--- src/rtl/stream_ppfifo_packer.sv ---
// Packs an 8-bit valid/ready byte stream little-endian into 32-bit words for one
// ping-pong FIFO write buffer at a time. Define STREAM_PACKER_BYTE_COUNT_EN for o_byte_count.
module stream_ppfifo_packer #(
  parameter int TIMEOUT_CYCLES = 256
) (
  input  logic        clk,
  input  logic        rst,
  input  logic        i_enable,
  input  logic        i_flush,
  input  logic [7:0]  i_data,
  input  logic        i_valid,
  input  logic        i_last,
  output logic        o_ready,
  input  logic [1:0]  i_wr_rdy,
  output logic [1:0]  o_wr_act,
  input  logic [23:0] i_wr_size,
  output logic        o_wr_stb,
  output logic [31:0] o_wr_data,
  output logic        o_busy,
  output logic [31:0] o_byte_count
);

  localparam int TW = $clog2(TIMEOUT_CYCLES + 1);

  typedef enum logic [1:0] {S_IDLE, S_FILL, S_PAD, S_RELEASE} state_t;

  state_t        state, state_next;
  logic [1:0]    byte_idx;
  logic [23:0]   partial;
  logic [23:0]   r_size;
  logic [23:0]   word_count;
  logic          r_full;
  logic          r_last_used;
  logic [TW-1:0] idle_cnt;

  logic       claim, claim_sel;
  logic       accept, word_done, full_hit;
  logic       pending, timeout, trigger;
  logic [1:0] idx_after;
  logic       words_after;

  assign o_ready   = (state == S_FILL) & ~r_full;
  assign o_busy    = (state != S_IDLE);
  assign accept    = i_valid & o_ready;
  assign word_done = accept & (byte_idx == 2'd3);
  assign full_hit  = word_done & ((word_count + 24'd1) == r_size);
  assign pending   = (byte_idx != 2'd0) | (word_count != 24'd0);
  assign timeout   = pending & ~accept & (idle_cnt == TW'(TIMEOUT_CYCLES - 1));
  assign trigger   = (accept & i_last) | i_flush | ~i_enable | timeout;

  // Occupancy as it will be after this edge, so a byte accepted alongside a flush is kept.
  assign idx_after   = byte_idx + {1'b0, accept};
  assign words_after = (word_count != 24'd0) | word_done;

  assign claim = (state == S_IDLE) & i_enable & (i_wr_rdy != 2'b00);

  always_comb begin
    // NOTE: every combinational output gets a default first so no latch is inferred.
    claim_sel = 1'b0;
    case (i_wr_rdy)
      2'b10:   claim_sel = 1'b1;
      2'b11:   claim_sel = ~r_last_used;
      default: claim_sel = 1'b0;
    endcase
  end

  always_comb begin
    state_next = state;
    case (state)
      S_IDLE: if (claim) state_next = S_FILL;
      S_FILL: begin
        if (full_hit)
          state_next = S_RELEASE;
        else if (trigger) begin
          if (idx_after != 2'd0)
            state_next = S_PAD;
          else if (words_after)
            state_next = S_RELEASE;
        end
      end
      S_PAD:     state_next = S_RELEASE;
      S_RELEASE: state_next = S_IDLE;
      default:   state_next = S_IDLE;
    endcase
  end

  // NOTE: sequential state uses non-blocking assignments so every register samples pre-edge values.
  always_ff @(posedge clk or posedge rst) begin
    if (rst) state <= S_IDLE;
    else     state <= state_next;
  end

  always_ff @(posedge clk or posedge rst) begin
    if (rst) begin
      o_wr_act    <= 2'b00;
      o_wr_stb    <= 1'b0;
      o_wr_data   <= 32'h0;
      byte_idx    <= 2'd0;
      partial     <= 24'h0;
      r_size      <= 24'h0;
      word_count  <= 24'h0;
      r_full      <= 1'b0;
      r_last_used <= 1'b1;
      idle_cnt    <= '0;
    end else begin
      o_wr_stb <= 1'b0;

      if ((state == S_FILL) && pending && !accept)
        idle_cnt <= idle_cnt + TW'(1);
      else
        idle_cnt <= '0;

      case (state)
        S_IDLE: begin
          if (claim) begin
            o_wr_act    <= claim_sel ? 2'b10 : 2'b01;
            r_last_used <= claim_sel;
            r_size      <= i_wr_size;
            word_count  <= 24'h0;
            byte_idx    <= 2'd0;
            partial     <= 24'h0;
            r_full      <= 1'b0;
          end
        end
        S_FILL: begin
          if (accept) begin
            byte_idx <= byte_idx + 2'd1;
            if (word_done) begin
              o_wr_data  <= {i_data, partial};
              o_wr_stb   <= 1'b1;
              word_count <= word_count + 24'd1;
              partial    <= 24'h0;
              if (full_hit) r_full <= 1'b1;
            end else begin
              case (byte_idx)
                2'd0:    partial[7:0]   <= i_data;
                2'd1:    partial[15:8]  <= i_data;
                default: partial[23:16] <= i_data;
              endcase
            end
          end
        end
        S_PAD: begin
          // Unwritten lanes of partial are already zero, giving the zero-padded word.
          o_wr_data  <= {8'h00, partial};
          o_wr_stb   <= 1'b1;
          word_count <= word_count + 24'd1;
          partial    <= 24'h0;
          byte_idx   <= 2'd0;
        end
        S_RELEASE: o_wr_act <= 2'b00;
        default: ;
      endcase
    end
  end

`ifdef STREAM_PACKER_BYTE_COUNT_EN
  always_ff @(posedge clk or posedge rst) begin
    if (rst)         o_byte_count <= 32'h0;
    else if (accept) o_byte_count <= o_byte_count + 32'd1;
  end
`else
  assign o_byte_count = 32'h0;
`endif

endmodule

--- config.mk ---
export PLATFORM = sky130hd
export DESIGN_NAME = stream_ppfifo_packer
export DESIGN_NICKNAME = d
export VERILOG_FILES = /design/src/rtl/stream_ppfifo_packer.sv
export SDC_FILE = /design/constraint.sdc
export NUM_CORES = 1
export LEC_CHECK = 0
export CORE_UTILIZATION = 50
export CTS_CLUSTER_SIZE = 30
export DETAILED_ROUTE_END_ITERATION = 8
export PLACE_DENSITY = 0.73
export SLEW_MARGIN = 20
export SYNTH_ARGS = -nofsm -noshare
export SYNTH_HDL_FRONTEND = slang
export SYNTH_SLANG_ARGS = --single-unit
--- constraint.sdc ---
create_clock -name clk -period 4.6 [get_ports clk]
set_input_delay 0.69 -clock clk [delete_from_list [all_inputs] [get_ports clk]]
set_output_delay 0.69 -clock clk [all_outputs]
set_load 0.005 [all_outputs]
### After elaboration in Yosys (flattened, before gate mapping)

Index checks and enable logic that the tools add are counted.

| operators by class | value |
|---|---|
| add/sub/neg operators | 4 |
| equal/unequal tests | 18 |
| mux-type cells | 35 |
| bitwise operators | 18 |
| reductions and logical operators | 25 |

Operator list:

| kind | count |
|---|---|
| one-hot mux 24 bit (3 select lines) | 2 |
| two-way mux 24 bit | 5 |
| two-way mux 32 bit | 2 |
| one-hot mux 32 bit (2 select lines) | 1 |
| adder 24 x 1 -> 24 bit, second input constant | 1 |
| equality test 24 bit | 1 |
| two-way mux 8 bit | 3 |
| nonzero test 24 bit | 1 |
| two-way mux 2 bit | 9 |
| AND reduction 4 bit | 4 |
| nonzero test 2 bit | 7 |
| equality test 2 bit, second input constant | 5 |
| adder 9 x 1 -> 9 bit, second input constant | 1 |
| bitwise AND 1 bit | 9 |
| equality test 9 x 8 -> 1 bit, second input constant | 1 |
| two-way mux 9 bit | 1 |
| AND reduction 3 bit | 3 |
| inequality test 2 bit, second input constant | 4 |
| one-hot mux 2 bit (4 select lines) | 1 |
| two-way mux 1 bit | 6 |
| inequality test 3 x 2 -> 1 bit, second input constant | 2 |
| inequality test 3 bit, second input constant | 2 |
| one-hot mux 1 bit (2 select lines) | 3 |
| one-hot mux 2 bit (3 select lines) | 1 |
| 14 further kinds | 25 |

| storage, ports and cells | value |
|---|---|
| register bits after elaboration | 122 |
| input port bits | 40 |
| output and inout bits | 69 |
| logic and storage cells | 113 |

### Logic depth before layout (Yosys ltp)

| logic depth | value |
|---|---|
| depth in word-level cells | 10 |
| gate-level depth with buffers | 14 |
| mapped depth without buffers | 13 |

### Worst setup path after synthesis

No wires, ideal clock.

| timing | value |
|---|---|
| path kind | register to register |
| start | register state[1] |
| end | register state[1] |
| setup time | 0.124 ns |
| arrival | 2.379 ns |
| slack | 2.097 ns |
| cell stages (with the launch flop) | 13 |
| path buffers | 1 |
| clock period less this slack | 2.503 ns |
| cell sequence | dfrtp_1 > inv_1 > ha_1 > buf_2 > nor2b_1 > nand2_1 > inv_1 > ha_1 > nand2b_1 > o41ai_1 > or2_2 > o221a_2 > nand3_1 |

| on the way | value |
|---|---|
| cells in the longest elaborated chain, start to end | 9 |

Ends and longest elaborated chain:

| item | line | text |
|---|---|---|
| from (decl) | 27 | `state_t state, state_next;` |
| from (signal assigned) | 90 | `else state <= state_next;` |
| equality test 2 x 1 -> 1 bit * | 42 | `assign o_ready = (state == S_FILL) & ~r_full;` |
| bitwise AND 1 bit * | 42 |  |
| via o_ready | 13 | `output logic o_ready,` |
| bitwise AND 1 bit * | 44 | `assign accept = i_valid & o_ready;` |
| adder 2 x 1 -> 2 bit, or another cell as far along | 52 | `assign idx_after = byte_idx + {1'b0, accept};` |
| nonzero test 2 bit, or another cell as far along | 75 | `if (idx_after != 2'd0)` |
| two-way mux 2 bit, or another cell as far along | 75 |  |
| two-way mux 2 bit or OR 1 bit (tied branches) | 74, 49 |  |
| two-way mux 2 bit or inequality test 3 bit (tied branches) | - |  |
| one-hot mux 2 bit (4 select lines) or AND reduction 3 bit (tied branches) | - |  |

The timed path passes the listed nets; every way through them passes the cells marked *. The select of a mux whose other input is x is not followed.
A chain may end at the register's enable or synchronous reset.

### Final worst setup path

| timing | value |
|---|---|
| start | register state[1] |
| end | register partial[10] |

| on the way | value |
|---|---|
| cells in the longest elaborated chain, start to end | 7 |

Ends and longest elaborated chain:

| item | line | text |
|---|---|---|
| equality test 2 x 1 -> 1 bit | 42, 113 |  |
| bitwise AND 1 bit | 42 |  |
| bitwise AND 1 bit | 44 |  |
| bitwise AND 1 bit | 45 | `assign word_done = accept & (byte_idx == 2'd3);` |
| two-way mux 24 bit | 128 | `if (word_done) begin` |
| two-way mux 24 bit | 126 | `if (accept) begin` |
| one-hot mux 24 bit (3 select lines) | 113 | `case (state)` |
| to (signal assigned) | 137 | `2'd1: partial[15:8] <= i_data;` |
| to (decl) | 29 | `logic [23:0] partial;` |

Several ways; a longest one is shown, not always the timed one. The select of a mux whose other input is x is not followed.

==> flow_summary.ini <==
[final_layout]
layout.cells.most_common_list = 121 x dfrtp_1, 76 x clkdlybuf4s50_1, 67 x nand2_1, 49 x o21ai_0, 48 x mux2_2
fin_cells = 887
drive_above_1_share = 0.1385
final_common_cell = dfrtp_1
area_growth_pct = 20.15
nets = 756
antenna_cells = 0
post-route-util = 0.6187

[drt]
drtIter0Drc = 317
wl_um = 14160
drc = 0
first_pass_iters = 5
ant_nets = 0
num_vias = 4920
wl_per_cell_um = 15.96
viasPerCell = 5.547

[yosys]
yosysUniqueCellTypes = 62
ys_ff_latch = 122
ys_seq_area_frac = 0.4662
synth_edf_count = 0
synth_area_per_cell_um2 = 10.19
synth-main-ff-cell = dfrtp_1
syn_area_mm2 = 0.006551
ys_async_sr_fraction = 1.000
synthCells = 643
yosysWarnings = 0

[global_routing]
overflow = 0
grt_use_met3 = 0.06227
busiest_layer = met2
grt.total_usage = 0.2267
grt_pass1_wl_um = 23180
grt_use_met1 = 0.3102
grt_max_degree = 76
antenna_found_initial = 0
grt.met2_usage = 0.3464
grt_pass1_vias = 4613

[placement]
placed_cells = 856
gp_congestion = 0.8869
hpwl_um = 9667
io_buffers = 76

[sta]
setup_violations = 0
hold_viol_final = 0
finalCriticalPeriod_ps = 3300
clock.fmax_mhz = 303.0
rsz0062_at_grt = false
drv_slew = 0
skew_ps = 7.075
worst_slew_pin_slew_ps = 1060
relSlewSlack = 0.2887
fin_crit_sh = 0.7175
fin_setup_tns_ps = 0

[power]
leakage_nw = 3.488
pwr_density_cell_mw_per_mm2 = 627.6
ir_drop_v = 0.0004069

[die]
ios = 109
fp.dieH_um = 116.5
core_mm2 = 0.01272
rows = 41
die-area_mm2 = 0.01356
die_w_um = 116.5
start_util = 0.5149

[status]
status = complete, no violations

[setup_path]
crit_type = reg2reg
critical_path_arrival_ps = 3540
critPathLaunchType = flip-flop
cp.required_ps = 4840
cp-end-kind = flip-flop
cp_max_fo = 16

[clocking]
h-tree-depth = 4
cts.sinks = 122
cts-hold-fix-buffers = 0
cts_buffer_depth = 2
cts_tree = yes
cts_resized = 0
path_clk_slew_ps = 50
clk_latency_ps = 420
root_buffer = clkbuf_16
numCtsBuffers = 17
postCtsSetupBuffers = 0

[min_path]
hp-class = reg2reg

[job]
maxCapViolCount = 0
## kinds of logic after synthesis
group | count (synthesis) | share of synthesized area
flip-flops | 122 | 0.4662
XOR/XNOR | 41 | 0.05481
other | 1 | 0.0005724
AND/OR/NAND/NOR | 195 | 0.1635
buffers and inverters | 97 | 0.07849
AO/OA/AOI/OAI | 123 | 0.1245
adder cells (fa/ha/maj) | 13 | 0.02483
multiplexers | 51 | 0.08709
## cells in the mapped netlist (2+ instances only)
| master | number | area [µm²] |
|---|---|---|
| dfrtp_1 | 121 | 3028 |
| nand2_1 | 67 | 251.5 |
| o21ai_0 | 49 | 245.2 |
| mux2_2 | 48 | 540.5 |
| buf_4 | 37 | 277.8 |
| xnor2_1 | 27 | 236.5 |
| inv_1 | 25 | 93.84 |
| nand3_1 | 25 | 125.1 |
| a22o_1 | 22 | 192.7 |
| clkbuf_1 | 22 | 82.58 |
| nor2_1 | 22 | 82.58 |
| a21oi_1 | 14 | 70.07 |
| xor2_1 | 14 | 122.6 |
| ha_1 | 13 | 162.7 |
| nand4_1 | 13 | 81.33 |
| nor3_1 | 13 | 65.06 |
| and3_1 | 9 | 56.30 |
| a21o_1 | 8 | 60.06 |
| buf_2 | 8 | 40.04 |
| nor4_1 | 8 | 50.05 |
| o31ai_1 | 6 | 45.04 |
| or3_1 | 5 | 31.28 |
| or4_1 | 5 | 37.54 |
| and4_1 | 4 | 35.03 |
| buf_1 | 4 | 15.01 |
| nand2b_1 | 4 | 25.02 |
| a31oi_1 | 3 | 18.77 |
| mux2i_1 | 3 | 30.03 |
| nor4_4 | 3 | 63.81 |
| a21boi_0 | 2 | 15.01 |
| nand4_2 | 2 | 25.02 |
| nand4b_1 | 2 | 17.52 |
| nor2b_1 | 2 | 12.51 |
| nor4_2 | 2 | 25.02 |
| o211ai_1 | 2 | 15.01 |
| o21ai_1 | 2 | 10.01 |
| o221a_2 | 2 | 22.52 |
## routing by layer
metal	wire (µm)	share of wire
met1	6425	0.45
met2	6697	0.47
met3	881	0.062
met4	150	0.011
met5	0	0
## final timing paths
| kind | from | endpoint | slack, ps | cells past startpoint |
|---|---|---|---|---|
| max | state[1] | partial[10] | 1300 | 8 |
| min | partial[14] | partial[14] | 480 | 2 |
| max reg2reg | state[1] | partial[10] | 1300 | 8 |
| min reg2reg | partial[14] | partial[14] | 480 | 2 |
| max in group asynchronous | rst | o_wr_data[22] | 2850 | 3 |
| min in group asynchronous | rst | word_count[11] | 840 | 2 |
## cell type report
cell class | instances | area [µm²]
Tap cell | 172 | 215.2
Clock buffer | 24 | 481.7
Inverter | 25 | 96.34
Multi-Input combinational cell | 455 | 3103
Timing Repair Buffer | 82 | 805.8
Fill cell | 1078 | 4851
Clock inverter | 7 | 115.1
Sequential cell | 122 | 3054
## sequential cells by signal, summed over array words and instances (netlist names)
| name | flops |
|---|---|
| o_wr_act | 2 |
| idle_cnt | 9 |
| o_wr_data | 32 |
| byte_idx | 2 |
| state | 2 |
| r_full | 1 |
| partial | 24 |
| word_count | 24 |
| o_wr_stb | 1 |
| r_last_used | 1 |
| r_size | 24 |
## power breakdown
part / internal, mW / total [mW] / switching (mW)
Combinational: 0.819 / 1.85 / 1.03
Sequential: 1.45 / 1.75 / 0.300
Clock: 0.889 / 1.34 / 0.451
Total: 3.16 / 4.94 / 1.78
## worst max-delay path, stage by stage (launching register included)
cell      delay [ps]
dfrtp_1          460
inv_1            150
ha_1             350
nor2b_1          270
nand2_1          140
a221oi_1         790
o21ai_1          610
nand2_1          230
o21ai_0          120
## stage by stage
step / hold WS [ps] / worst slack [ps] / power, mW / instance area [µm²]
finish: 475.3 / 1300 / 4.940 / 7871
global route: 495.2 / 993.0 / 5.266 / 7871
CTS: 477.8 / 1371 / 4.964 / 7871
detailed placement: 466.4 / 1347 / 3.588 / 7274
global placement: 457.8 / 1483 / 3.517 / 7274
floorplan: 446.0 / 669.1 / 2.945 / 6668
No activity file was read; power rests on OpenSTA's default activity.
